## src/rtl/linear_1d_activation_lanes.sv

```systemverilog
// Multi-lane activation stage (bypass/ReLU/leaky/clip) with a 2-deep pipeline and an input skid entry.
// Optional per-packet clipped-lane counter on CLIP_COUNT, enabled by defining ACTIV_CLIP_COUNT_EN.
module linear_1d_activation_lanes #(
  parameter int unsigned DATA_WIDTH         = 16,
  parameter int unsigned LANES              = 4,
  parameter int unsigned USER_WIDTH         = 2,
  parameter logic [3:0]  ACTIV_FUNC_BYPASS  = 4'h0,
  parameter logic [3:0]  ACTIV_FUNC_RELU    = 4'h1,
  parameter logic [3:0]  ACTIV_FUNC_LEAKY_RELU = 4'h2,
  parameter logic [3:0]  ACTIV_FUNC_CLIP    = 4'h5
) (
  input  logic                          CLK,
  input  logic                          RESET,
  input  logic [3:0]                    ACTIV_FUNC,
  input  logic [DATA_WIDTH-1:0]         ACTIV_PARAM,
  output logic                          IN_READY,
  input  logic                          IN_VALID,
  input  logic [LANES*DATA_WIDTH-1:0]   IN_DATA,
  input  logic [USER_WIDTH-1:0]         IN_USER,
  input  logic                          IN_LAST,
  input  logic                          OUT_READY,
  output logic                          OUT_VALID,
  output logic [LANES*DATA_WIDTH-1:0]   OUT_DATA,
  output logic [USER_WIDTH-1:0]         OUT_USER,
  output logic                          OUT_LAST,
  output logic                          OUT_OVERFLOW
`ifdef ACTIV_CLIP_COUNT_EN
  ,
  output logic [15:0]                   CLIP_COUNT
`endif
);

  localparam int unsigned DW  = DATA_WIDTH;
  localparam int unsigned BW  = LANES * DATA_WIDTH;
  localparam int unsigned LCW = $clog2(LANES + 1);

  logic                  r_in_pkt;
  logic [3:0]            r_func;
  logic [DW-1:0]         r_param;

  logic                  r_sk_valid;
  logic [BW-1:0]         r_sk_data;
  logic [USER_WIDTH-1:0] r_sk_user;
  logic                  r_sk_last;
  logic [3:0]            r_sk_func;
  logic [DW-1:0]         r_sk_param;

  logic                  r_s1_valid;
  logic [BW-1:0]         r_s1_data;
  logic [USER_WIDTH-1:0] r_s1_user;
  logic                  r_s1_last;
  logic                  r_s1_ovf;

  logic                  w_acc, w_adv, w_s1_load, w_sk_valid_nxt;
  logic [3:0]            w_eff_func, w_src_func;
  logic [DW-1:0]         w_eff_param, w_src_param;
  logic                  w_src_valid, w_src_last;
  logic [BW-1:0]         w_src_data, w_res;
  logic [USER_WIDTH-1:0] w_src_user;
  logic                  w_ovf;
  logic signed [DW-1:0]  w_x, w_y, w_ceil;
  int unsigned           w_sh;
`ifdef ACTIV_CLIP_COUNT_EN
  logic [LCW-1:0]        w_nclip;
  logic [16:0]           w_cnt_sum;
  logic [15:0]           w_cnt_sat;
  logic [15:0]           r_pkt_cnt, r_s1_cnt;
`endif

  assign w_acc      = IN_VALID & IN_READY;
  assign w_adv      = ~OUT_VALID | OUT_READY;
  assign w_s1_load  = ~r_s1_valid | w_adv;
  // Function/param are taken live only on the first beat of a packet.
  assign w_eff_func  = r_in_pkt ? r_func  : ACTIV_FUNC;
  assign w_eff_param = r_in_pkt ? r_param : ACTIV_PARAM;

  // A held skid beat always feeds S1 ahead of any new input.
  assign w_src_valid = r_sk_valid | w_acc;
  assign w_src_data  = r_sk_valid ? r_sk_data  : IN_DATA;
  assign w_src_user  = r_sk_valid ? r_sk_user  : IN_USER;
  assign w_src_last  = r_sk_valid ? r_sk_last  : IN_LAST;
  assign w_src_func  = r_sk_valid ? r_sk_func  : w_eff_func;
  assign w_src_param = r_sk_valid ? r_sk_param : w_eff_param;

  assign w_sk_valid_nxt = r_sk_valid ? ~w_s1_load : (w_acc & ~w_s1_load);

  // Per-lane activation on the selected source beat.
  always_comb begin
    w_res  = '0;
    w_ovf  = 1'b0;
    w_x    = '0;
    w_y    = '0;
`ifdef ACTIV_CLIP_COUNT_EN
    w_nclip = '0;
`endif
    w_sh = 32'(w_src_param[4:0]);
    if (w_sh > DW - 1) w_sh = DW - 1;
    w_ceil = $signed(w_src_param);
    if (w_ceil < 0) w_ceil = '0;
    for (int i = 0; i < LANES; i++) begin
      w_x = $signed(w_src_data[i*DW +: DW]);
      w_y = w_x;
      case (w_src_func)
        ACTIV_FUNC_RELU:       if (w_x < 0) w_y = '0;
        ACTIV_FUNC_LEAKY_RELU: if (w_x < 0) w_y = w_x >>> w_sh;
        ACTIV_FUNC_CLIP: begin
          if (w_x < 0) w_y = '0;
          else if (w_x > w_ceil) begin
            w_y   = w_ceil;
            w_ovf = 1'b1;
`ifdef ACTIV_CLIP_COUNT_EN
            w_nclip = w_nclip + LCW'(1);
`endif
          end
        end
        default: w_y = w_x;
      endcase
      w_res[i*DW +: DW] = w_y;
    end
  end

  always_ff @(posedge CLK) begin
    if (RESET) begin
      IN_READY     <= 1'b0;
      r_in_pkt     <= 1'b0;
      r_func       <= '0;
      r_param      <= '0;
      r_sk_valid   <= 1'b0;
      r_sk_data    <= '0;
      r_sk_user    <= '0;
      r_sk_last    <= 1'b0;
      r_sk_func    <= '0;
      r_sk_param   <= '0;
      r_s1_valid   <= 1'b0;
      r_s1_data    <= '0;
      r_s1_user    <= '0;
      r_s1_last    <= 1'b0;
      r_s1_ovf     <= 1'b0;
      OUT_VALID    <= 1'b0;
      OUT_DATA     <= '0;
      OUT_USER     <= '0;
      OUT_LAST     <= 1'b0;
      OUT_OVERFLOW <= 1'b0;
    end else begin
      if (w_acc) begin
        r_in_pkt <= ~IN_LAST;
        if (!r_in_pkt) begin
          r_func  <= ACTIV_FUNC;
          r_param <= ACTIV_PARAM;
        end
      end
      r_sk_valid <= w_sk_valid_nxt;
      IN_READY   <= ~w_sk_valid_nxt;
      if (!r_sk_valid && w_acc && !w_s1_load) begin
        r_sk_data  <= IN_DATA;
        r_sk_user  <= IN_USER;
        r_sk_last  <= IN_LAST;
        r_sk_func  <= w_eff_func;
        r_sk_param <= w_eff_param;
      end
      if (w_s1_load) begin
        r_s1_valid <= w_src_valid;
        if (w_src_valid) begin
          r_s1_data <= w_res;
          r_s1_user <= w_src_user;
          r_s1_last <= w_src_last;
          r_s1_ovf  <= w_ovf;
        end
      end
      if (w_adv) begin
        OUT_VALID <= r_s1_valid;
        if (r_s1_valid) begin
          OUT_DATA     <= r_s1_data;
          OUT_USER     <= r_s1_user;
          OUT_LAST     <= r_s1_last;
          OUT_OVERFLOW <= r_s1_ovf;
        end
      end
    end
  end

`ifdef ACTIV_CLIP_COUNT_EN
  assign w_cnt_sum = 17'(r_pkt_cnt) + 17'(w_nclip);
  assign w_cnt_sat = w_cnt_sum[16] ? 16'hFFFF : w_cnt_sum[15:0];

  // Running count rides with each beat so the last beat carries the packet total.
  always_ff @(posedge CLK) begin
    if (RESET) begin
      r_pkt_cnt  <= '0;
      r_s1_cnt   <= '0;
      CLIP_COUNT <= '0;
    end else begin
      if (w_s1_load && w_src_valid) begin
        r_s1_cnt  <= w_cnt_sat;
        r_pkt_cnt <= w_src_last ? 16'h0 : w_cnt_sat;
      end
      if (w_adv && r_s1_valid) CLIP_COUNT <= r_s1_cnt;
    end
  end
`endif

endmodule

```

## config.mk

```make
export PLATFORM = sky130hd
export DESIGN_NAME = linear_1d_activation_lanes
export DESIGN_NICKNAME = d
export VERILOG_FILES = /design/src/rtl/linear_1d_activation_lanes.sv
export SDC_FILE = /design/constraint.sdc
export NUM_CORES = 1
export LEC_CHECK = 0
export CAP_MARGIN = 10
export CORE_AREA = 3 3 212 255
export DETAILED_ROUTE_END_ITERATION = 12
export DIE_AREA = 0 0 215 258
export GPL_ROUTABILITY_DRIVEN = 0
export HOLD_SLACK_MARGIN = 0.08
export SYNTH_ARGS = -nofsm -noshare
export SYNTH_HDL_FRONTEND = slang
export SYNTH_SLANG_ARGS = --single-unit
export TNS_END_PERCENT = 50
```

## constraint.sdc

```tcl
create_clock -name CLK -period 5.4 [get_ports CLK]
set_input_delay 1.08 -clock CLK [delete_from_list [all_inputs] [get_ports CLK]]
set_output_delay 1.08 -clock CLK [all_outputs]
set_load 0.02 [all_outputs]
```

==> results.toml <==
[placed_design]
dpl_worst_slack_ns = 0.4483
io_buffers = 160
hpwl_mm = 46.23
place_area_um2 = 18080

[clocking]
root_buffer = "clkbuf_16"
numCtsBuffers = 27
cts_max_path_buffers = 3
clk_latency_ns = 0.57
cts-htree-levels = 1
cts_setup_buffers = 0
clkTransAtPathRegs_ns = 0.06
clock-sinks = 248
cts_hold_buf = 0
cts_resized = 0
cts_tree = "done"

[sta]
min_period_ns = 4.701
fmax_ghz = 0.2127
maxSlewViolCount = 0
fin_ws_ns = 0.6992
rsz0062_at_grt = "false"
hold_viol = 0
setup_violations = 0
fin_crit_sh_pct = 87.05
tightest_slew_ns = 1.208
tns_ns = 0
fin_worst_skew_ns = 0.01474
max_slew_margin_pct = 18.70

[detailed_routing]
wire_per_inst_um = 21.25
first_pass_iters = 6
drc = 0
drt_wl_total_mm = 60.94
num_vias = 16148
via_per_inst = 5.630
drt_iter0_markers = 1700
drtAntennaViolNets = 0

[logic_synthesis]
synth_edf_count = 0
syn_inst = 2012
ys_seq_elements = 248
synth_area_leader_cell = "dfxtp_1"
ys_types = 81
yosysMostFrequentCell = "nand2_1"
yosys_warnings = 0
seq_area_frac_synth_pct = 32.11
synthesis.area_um2 = 15460
ys.flop_type = "dfxtp_1"
synth_top_area_share_pct = 32.11
avgSynthCellArea_um2 = 7.685
synth_fp_nets = 2163
synth.area.top_cells = "dfxtp_1, nand2_1, a21oi_1"
yosys-top-cells-count = "nand2_1, dfxtp_1, a21oi_1, nor2_1, mux2i_1"
ys_async_sr_fraction_pct = 0

[pwr]
ir_drop_uv = 188.3
p_per_area_nw_per_um2 = 256.8
p_leak_nw = 6.658

[global_route]
overflow = 0
antenna_found_initial = 0
grt_usage_pct = 20.96
grt_pass1_wl_mm = 92.60
grt_max_degree = 114
grt_pass1_vias = 15215

[critical_path]
reg2reg_depth = 12
endpoint_kind = "register"
required_ns = 5.89
reg2reg_setup_slack_ns = 0.93
r2r_end = "r_s1_data[32]"
worstPathMaxFanout = 12
critPathKind = "in2reg"
arrival_ns = 5.19
rr_startpoint = "r_in_pkt"
critPathLaunchType = "primary input"

[hold_path]
holdPathStages = 2
hold_end = "r_sk_data[8]"
hp-start = "r_sk_data[8]"
hold_class = "reg2reg"

[die]
rows = 91
die_area_um2 = 55470
io_pins = 161
die_h_um = 258
initial_core_util_pct = 29.98
coreArea_um2 = 51580
die_width_um = 215

[layout]
layout-drive-gt1-share_pct = 11.65
design_area_um2 = 18970
nNetsFinal = 2302
area_delta_synth_final_pct = 22.67
diodes = 0

[status]
status = "finished clean"

[run]
drv_cap = 0
per-layer routing:
layer	GRT usage [%]	wire, um	up-vias	share of wire, %
met5	0	0	-	0
met4	11.81	4072	0	6.7
met3	4.625	5757	255	9.4
met2	31.31	25350	934	42
met1	27.93	25760	7388	42
li1	-	-	7571	-
worst max-delay path, stage by stage:
cell,delay [ns]
clkdlybuf4s50_1,0.42
mux2_2,0.30
mux2_2,0.39
nor2_1,0.22
inv_1,0.26
ha_1,0.38
and3_1,0.18
o21ai_0,0.08
nand3_1,0.08
a31oi_1,0.09
buf_4,0.17
nor4_1,0.93
a31oi_1,0.12
o221a_2,0.35
nor3_1,0.12
registers in the layout, summed over array words and instances, names as in the netlist, 2 cells and up:
name,cells
r_func,4
r_sk_func,4
r_sk_param,16
r_sk_user,2
r_s1_data,64
OUT_DATA,64
r_sk_data,64
r_s1_user,2
r_param,16
OUT_USER,2
report_power, final:
part / total [mW] / internal, mW / leakage [nW] / switching [mW]
clock network: 1.87 / 1.08 / 0.435 / 0.788
registers: 1.91 / 1.88 / 2.02 / 0.0329
logic: 1.08 / 0.409 / 4.21 / 0.675
metrics by stage:
step | std cells | power [mW] | hold slack [ns] | util [%]
floorplan | 2012 | 2.587 | 0.4320 | -
global route | 2868 | 5.064 | 0.4675 | 36.77
CTS | 2868 | 4.881 | 0.4547 | 36.77
detailed placement | 2819 | 2.997 | 0.4448 | 35.06
global placement | 2819 | 2.977 | 0.4378 | 35.06
finish | 2868 | 4.871 | 0.4509 | 36.77
logic make-up after synthesis:
logic type      count (synthesis)  share of synthesized area [%]
simple gates                  720                          19.30
compound gates                623                          26.34
flops                         248                          32.11
buf+inv                       187                          5.454
mux                           174                          11.94
fa+ha+maj                      60                          4.855
placed cells by master, fill, tap and decap left out, types with 6 or more instances in the layout:
| cell | count |
|---|---|
| o311ai_0 | 7 |
| nand4_1 | 13 |
| mux2i_1 | 106 |
| nor3_1 | 43 |
| dfxtp_1 | 247 |
| nand2_1 | 388 |
| a311oi_1 | 9 |
| o221ai_1 | 11 |
| o22ai_1 | 13 |
| clkdlybuf4s50_1 | 159 |
| a21oi_1 | 236 |
| clkbuf_16 | 27 |
| nor2b_1 | 8 |
| a22oi_1 | 9 |
| mux2_2 | 62 |
| ha_1 | 60 |
| nand3_1 | 24 |
| o21ai_0 | 80 |
| buf_4 | 98 |
| a221oi_1 | 40 |
| a21o_1 | 17 |
| inv_1 | 34 |
| clkinv_2 | 6 |
| nor2_1 | 201 |
| a211oi_1 | 71 |
| o31ai_1 | 6 |
| a31oi_1 | 15 |
| o211ai_1 | 35 |
worst max-delay path by stage:
stage                          from       endpoint  cells past startpoint
floorplan           ACTIV_PARAM[15]  r_s1_data[58]                     14
global placement    ACTIV_PARAM[15]  r_s1_data[59]                     13
detailed placement  ACTIV_PARAM[15]  r_s1_data[56]                     15
CTS                 ACTIV_PARAM[15]   r_s1_data[6]                     14
global route        ACTIV_PARAM[15]  r_s1_data[56]                     15
finish              ACTIV_PARAM[15]  r_s1_data[32]                     15
final cells by class:
type                    instances  area, um2
clock buffers                  37      763.2
flip-flops and latches        248       4969
clock inverters                12      122.6
fillers                      5395      32610
well taps                     697      872.1
inverters                      35      131.4
repair buffers                262       2419
multi-input cells            1577       9691
Power figures use the tool's default switching activity.
